--- src/rtl/dir_queue_if.sv ---
// Game-side control strobes, raw key inputs and per-player direction/queue status.
`timescale 1ns/1ps
interface dir_queue_if #(
  parameter int N_PLAYERS   = 2,
  parameter int QUEUE_DEPTH = 4
);
  localparam int CW = $clog2(QUEUE_DEPTH + 1);

  logic                    stage;
  logic                    tick;
  logic [4*N_PLAYERS-1:0]  keys_n;
  logic [4*N_PLAYERS-1:0]  dir;
  logic [N_PLAYERS-1:0]    dir_valid;
  logic [N_PLAYERS*CW-1:0] q_count;
  logic [N_PLAYERS-1:0]    overflow;

  modport master (output stage, tick, keys_n,
                  input  dir, dir_valid, q_count, overflow);
  modport slave  (input  stage, tick, keys_n,
                  output dir, dir_valid, q_count, overflow);
endinterface

--- src/rtl/dir_queue_controller.sv ---
// Per-player key synchronizer/debouncer feeding a small turn queue that is popped on
// each game tick; turns that repeat or reverse the last queued direction are rejected.
`timescale 1ns/1ps
module dir_queue_controller #(
  parameter int N_PLAYERS       = 2,
  parameter int DEBOUNCE_CYCLES = 4,
  parameter int QUEUE_DEPTH     = 4
) (
  input  logic        clk,
  input  logic        reset,
  dir_queue_if.slave  bus
);
  localparam int CW = $clog2(QUEUE_DEPTH + 1);
  localparam int PW = $clog2(QUEUE_DEPTH);
  localparam int DW = (DEBOUNCE_CYCLES > 1) ? $clog2(DEBOUNCE_CYCLES) : 1;
  localparam logic [DW-1:0] CNT_LAST = DW'(DEBOUNCE_CYCLES - 1);

  function automatic logic is_horiz(input logic [3:0] d);
    return d[2] | d[3];
  endfunction

  for (genvar p = 0; p < N_PLAYERS; p++) begin : g_player
    logic [3:0]          sync1_q, sync2_q, deb_q, deb_d, press_q, press_d;
    logic [3:0][DW-1:0]  dcnt_q, dcnt_d;
    logic [3:0]          mem_q [QUEUE_DEPTH];
    logic [PW-1:0]       rd_q, rd_d, wr_q, wr_d;
    logic [CW-1:0]       count_q, count_d;
    logic [3:0]          dir_q, dir_d, cand_s, ref_s;
    logic                dir_valid_q, dir_valid_d, ovf_q, ovf_d;
    logic                ref_valid_s, legal_s, pop_s, push_s;

    // Debounce: flip only after DEBOUNCE_CYCLES consecutive disagreeing samples.
    // Press pulses are suppressed while the stage is down so a held key cannot fire on rise.
    always_comb begin
      deb_d   = deb_q;
      dcnt_d  = dcnt_q;
      press_d = 4'b0000;
      for (int k = 0; k < 4; k++) begin
        if (sync2_q[k] != deb_q[k]) begin
          if (dcnt_q[k] == CNT_LAST) begin
            deb_d[k]   = sync2_q[k];
            dcnt_d[k]  = '0;
            press_d[k] = ~sync2_q[k] & bus.stage;
          end else begin
            dcnt_d[k]  = dcnt_q[k] + DW'(1);
          end
        end else begin
          dcnt_d[k] = '0;
        end
      end
    end

    // Synchronizer, debounce state and press pulse registers.
    always_ff @(posedge clk or posedge reset) begin
      if (reset) begin
        sync1_q <= 4'hF;
        sync2_q <= 4'hF;
        deb_q   <= 4'hF;
        dcnt_q  <= '0;
        press_q <= 4'h0;
      end else begin
        sync1_q <= bus.keys_n[4*p +: 4];
        sync2_q <= sync1_q;
        deb_q   <= deb_d;
        dcnt_q  <= dcnt_d;
        press_q <= press_d;
      end
    end

    // Turn arbitration, legality against the tail (or current direction) and queue bookkeeping.
    always_comb begin
      if (press_q[0])      cand_s = 4'b0001;
      else if (press_q[1]) cand_s = 4'b0010;
      else if (press_q[2]) cand_s = 4'b0100;
      else if (press_q[3]) cand_s = 4'b1000;
      else                 cand_s = 4'b0000;

      if (count_q != '0) begin
        ref_s       = mem_q[wr_q - PW'(1)];
        ref_valid_s = 1'b1;
      end else begin
        ref_s       = dir_q;
        ref_valid_s = dir_valid_q;
      end

      legal_s = (cand_s != 4'b0000) &&
                (!ref_valid_s || (is_horiz(cand_s) != is_horiz(ref_s)));
      pop_s   = bus.stage && bus.tick && (count_q != '0);
      push_s  = bus.stage && legal_s && ((count_q != CW'(QUEUE_DEPTH)) || pop_s);

      rd_d        = rd_q;
      wr_d        = wr_q;
      count_d     = count_q;
      dir_d       = dir_q;
      dir_valid_d = dir_valid_q;
      ovf_d       = ovf_q;
      if (!bus.stage) begin
        rd_d    = '0;
        wr_d    = '0;
        count_d = '0;
        ovf_d   = 1'b0;
      end else begin
        if (pop_s) begin
          dir_d       = mem_q[rd_q];
          dir_valid_d = 1'b1;
          rd_d        = rd_q + PW'(1);
        end else begin
          rd_d        = rd_q;
        end
        if (push_s) begin
          wr_d = wr_q + PW'(1);
        end else begin
          wr_d = wr_q;
        end
        if (legal_s && !push_s) begin
          ovf_d = 1'b1;
        end else begin
          ovf_d = ovf_q;
        end
        case ({push_s, pop_s})
          2'b10:   count_d = count_q + CW'(1);
          2'b01:   count_d = count_q - CW'(1);
          default: count_d = count_q;
        endcase
      end
    end

    // Queue storage, pointers and registered outputs.
    always_ff @(posedge clk or posedge reset) begin
      if (reset) begin
        for (int i = 0; i < QUEUE_DEPTH; i++) mem_q[i] <= 4'h0;
        rd_q        <= '0;
        wr_q        <= '0;
        count_q     <= '0;
        dir_q       <= 4'h0;
        dir_valid_q <= 1'b0;
        ovf_q       <= 1'b0;
      end else begin
        if (push_s) mem_q[wr_q] <= cand_s;
        rd_q        <= rd_d;
        wr_q        <= wr_d;
        count_q     <= count_d;
        dir_q       <= dir_d;
        dir_valid_q <= dir_valid_d;
        ovf_q       <= ovf_d;
      end
    end

    assign bus.dir[4*p +: 4]        = dir_q;
    assign bus.dir_valid[p]         = dir_valid_q;
    assign bus.q_count[CW*p +: CW]  = count_q;
    assign bus.overflow[p]          = ovf_q;
  end

endmodule

--- src/flat_wrapper.sv ---
// flat-port wrapper written by rule: the top's interface ports become plain ports
module dir_queue_controller_flat 
#(
  parameter int N_PLAYERS       = 2,
  parameter int DEBOUNCE_CYCLES = 4,
  parameter int QUEUE_DEPTH     = 4
)
  (clk, reset, bus_stage, bus_tick, bus_keys_n, bus_dir, bus_dir_valid, bus_q_count, bus_overflow);
  dir_queue_if #(.N_PLAYERS(N_PLAYERS), .QUEUE_DEPTH(QUEUE_DEPTH)) bus_i ();
  input  logic clk;
  input  logic reset;
  input wire logic [$bits(bus_i.stage)-1:0] bus_stage;
  input wire logic [$bits(bus_i.tick)-1:0] bus_tick;
  input wire logic [$bits(bus_i.keys_n)-1:0] bus_keys_n;
  output wire logic [$bits(bus_i.dir)-1:0] bus_dir;
  output wire logic [$bits(bus_i.dir_valid)-1:0] bus_dir_valid;
  output wire logic [$bits(bus_i.q_count)-1:0] bus_q_count;
  output wire logic [$bits(bus_i.overflow)-1:0] bus_overflow;
  assign bus_i.stage = bus_stage;
  assign bus_i.tick = bus_tick;
  assign bus_i.keys_n = bus_keys_n;
  assign bus_dir = bus_i.dir;
  assign bus_dir_valid = bus_i.dir_valid;
  assign bus_q_count = bus_i.q_count;
  assign bus_overflow = bus_i.overflow;
  dir_queue_controller #(.N_PLAYERS(N_PLAYERS), .DEBOUNCE_CYCLES(DEBOUNCE_CYCLES), .QUEUE_DEPTH(QUEUE_DEPTH)) u_core (.clk(clk), .reset(reset), .bus(bus_i));
endmodule
--- config.mk ---
export PLATFORM = sky130hd
export DESIGN_NAME = dir_queue_controller_flat
export DESIGN_NICKNAME = d
export VERILOG_FILES = /design/src/rtl/dir_queue_if.sv /design/src/rtl/dir_queue_controller.sv /design/src/flat_wrapper.sv
export SDC_FILE = /design/constraint.sdc
export NUM_CORES = 1
export LEC_CHECK = 0
export BUFFER_PORTS_ARGS = -buffer_cell sky130_fd_sc_hd__buf_2
export CAP_MARGIN = 20
export CORE_MARGIN = 3
export CORE_UTILIZATION = 60
export CTS_CLUSTER_SIZE = 20
export DETAILED_ROUTE_END_ITERATION = 10
export PLACE_DENSITY = 0.79
export SLEW_MARGIN = 25
export SYNTH_ARGS = -nofsm -noshare
export SYNTH_HDL_FRONTEND = slang
export SYNTH_SLANG_ARGS = --single-unit
--- constraint.sdc ---
create_clock -name clk -period 9.18 [get_ports clk]
set_clock_uncertainty 0.15 [all_clocks]
set_input_delay 0.459 -clock clk [delete_from_list [all_inputs] [get_ports clk]]
set_output_delay 0.459 -clock clk [all_outputs]
set_load 0.05 [all_outputs]
==> out/qor.yml <==
status:
  outcome: "finished clean"
power_and_ir_drop:
  p_per_area_nw_per_um2: 212
  p_leak_nw: 2.43
  finalPower_mw: 1.09
  ir_worst_vdd_mv: 0.106
synthesis:
  synth_ff_type: "dfrtp_1"
  syn_nets: 383
  ys_seq_elements: 106
  ys_types: 47
  syn_inst: 353
  synth.yosys.seq_area_share: 0.566
  synthArstFlopShare: 1.00
  avgSynthCellArea_um2: 13.4
  ys.warnings.count: 0
  syn_area_um2: 4740
  synth_edf_count: 0
place:
  dp_cells: 469
  gp_congestion: 0.867
  hpwlAfterDp_mm: 5.24
  place_ws_ns: 5.82
  dpl-instance-area_um2: 4950
  portBuffers: 29
floorplanning:
  fp.coreArea_um2: 7450
  die_h_um: 94.9
  die_area_um2: 9000
  initial_utilization: 0.636
  ios: 30
  die_x_um: 94.9
  rows: 31
final_layout:
  diodes: 0
  final_area_um2: 5160
  multi_input_area_um2: 1950
  nets: 411
  layout_commonest_cell: "dfrtp_1"
  area_growth_pct: 8.79
  drive_above_1_share: 0.350
  nFillCells: 547
  fin_util: 0.692
  regArea_um2: 2680
  final_cell_count_no_fill: 485
  final_cell_mix: "dfrtp_1, mux2_2, nor2_1, buf_2, dfstp_2"
sta:
  rsz0062_at_grt: "no"
  fin_crit_ns: 3.36
  max_freq_mhz: 298
  drv_slew: 0
  min_period_over_period: 0.366
  worstMarginPinSlew_ns: 0.892
  post-route-worst-setup-slack_ns: 5.82
  slew_headroom: 0.397
  fin_tns_setup_ns: 0
  finalSetupViolations: 0
  hold_violations: 0
  hold_ws_ns: 0.0199
clocking:
  clk_pin_slew_ns: 0.10
  root_buffer: "clkbuf_8"
  cts_sinks: 106
  tritoncts: "done"
  postCtsSetupRepairBufs: 0
  cts_hold_buffers: 0
  numCtsBuffers: 9
  cts_buffer_depth: 2
  postCtsResizedCells: 0
  htree_levels: 3
  clock_latency_ns: 0.36
drt:
  viasPerCell: 5.62
  first_pass_iters: 4
  drcViolationCount: 0
  vias: 2725
  wl_per_cell_um: 15.5
  wl_mm: 7.50
  ant_nets: 0
  first_iter_violations: 138
worst_setup_path:
  crit_path_start_kind: "flop"
  cp_common_cell: "nor2_1"
  required_ns: 9.31
  path_cells: "inv_1, ha_1, mux4_2, mux2i_2, nor4_4, nor2_1, fa_1, nor2_1, o211ai_1, a21o_1, a31oi_1"
  cp_max_fo: 13
  crit_buf_inv: 1
  slowest_stage: "nor4_4"
  worstSetupPathType: "flop to flop"
  ff2ff_setup_slack_ns: 5.82
  critPathCaptureType: "flop"
  cp_top_family: "simple AND/OR/NAND/NOR gates"
  worstPathArrival_ns: 3.49
  crit_path_max_incr_delay_ns: 0.63
global_routing:
  grt_max_degree: 57
  grt_overflow: 0
  grtUsageTotal: 0.187
  grt_pass1_vias: 2717
  grt_pass1_wl_mm: 12.9
  antenna_found_initial: 0
flow_run:
  maxCapViolations: 0
hold_path:
  hold_path.class: "primary input to asynchronous set/reset pin"
==> cell type report <==
cell class	instances	share of cell area
Clock inverter	6	0.0141
Clock buffer	10	0.0267
Sequential cell	106	0.520
Tap cell	99	0.0240
Timing Repair Buffer	30	0.0296
Multi-Input combinational cell	225	0.378
Inverter	9	0.00704
==> sequential cells by signal (all words and copies together), names as in the netlist <==
register                     cells
u_core.g_player.mem_q           32
u_core.g_player.deb_q            8
u_core.g_player.count_q          6
u_core.g_player.rd_q             4
u_core.g_player.sync2_q          8
u_core.g_player.press_q          8
u_core.g_player.wr_q             4
u_core.g_player.dcnt_q          16
u_core.g_player.dir_valid_q      2
u_core.g_player.sync1_q          8
u_core.g_player.ovf_q            2
u_core.g_player.dir_q            8
==> logic make-up after synthesis <==
group                    count (synthesis)  share of synthesized area
AO/OA/AOI/OAI                           21                     0.0346
XOR/XNOR                                17                     0.0314
adder cells (fa/ha/maj)                 18                     0.0507
buffers and inverters                   22                     0.0224
flip-flops                             106                      0.566
multiplexers                            61                      0.168
AND/OR/NAND/NOR                        108                      0.126
==> worst paths after layout <==
kind	endpoint	startpoint	cells after the start
worst max-delay path	u_core.g_player[0].count_q[2]	u_core.g_player[0].wr_q[0]	11
worst min-delay path	u_core.g_player[1].mem_q[11]	reset	2
worst max register to register	u_core.g_player[0].count_q[2]	u_core.g_player[0].wr_q[0]	11
worst min register to register	u_core.g_player[0].sync2_q[2]	u_core.g_player[0].sync1_q[2]	0
max in group asynchronous	u_core.g_player[0].dcnt_q[6]	reset	3
min in group clk	u_core.g_player[1].sync1_q[0]	bus_keys_n[4]	1
==> where the power goes <==
part	internal, mW	total (mW)	switching [mW]
logic	0.0939	0.204	0.110
registers	0.544	0.593	0.0496
clock network	0.136	0.295	0.158
==> metal layers <==
layer | track usage | vias up | part of all wire
met2 | 0.289 | 53 | 0.48
met5 | 0 | - | 0
met3 | 0.0430 | 10 | 0.041
met4 | 0.0661 | 0 | 0.013
met1 | 0.261 | 1360 | 0.47
li1 | - | 1302 | -
==> cells in the mapped netlist, types with 2 or more instances <==
cell type  number  share of area
dfrtp_1        82           0.43
mux2_2         47           0.11
nor2_1         31          0.025
dfstp_2        24           0.13
nand2_1        21          0.017
ha_1           16          0.042
xnor2_1        13          0.024
nor2b_1        11          0.015
nor3_1         11          0.012
mux4_2         10          0.048
inv_1           9         0.0071
and4b_1         8          0.017
clkbuf_1        6         0.0048
buf_4           4         0.0063
nand3_1         4         0.0042
or3_1           4         0.0053
xor2_1          4         0.0074
a21oi_1         3         0.0032
a31oi_1         3         0.0040
mux2i_1         3         0.0063
o211ai_1        3         0.0048
o31ai_1         3         0.0048
a211oi_1        2         0.0032
and2_1          2         0.0026
and3_1          2         0.0026
fa_1            2         0.0084
nand4_1         2         0.0026
nor4_4          2         0.0090
nor4b_1         2         0.0037
or2_2           2         0.0026
==> worst register-to-register path, stage by stage, from the launching register on <==
cell      delay (ns)
dfrtp_1         0.45
inv_1           0.10
ha_1            0.32
mux4_2          0.31
mux2i_2         0.22
nor4_4          0.63
nor2_1          0.14
fa_1            0.45
nor2_1          0.12
o211ai_1        0.10
a21o_1          0.18
a31oi_1         0.12
(Power assumes the default switching activity.)
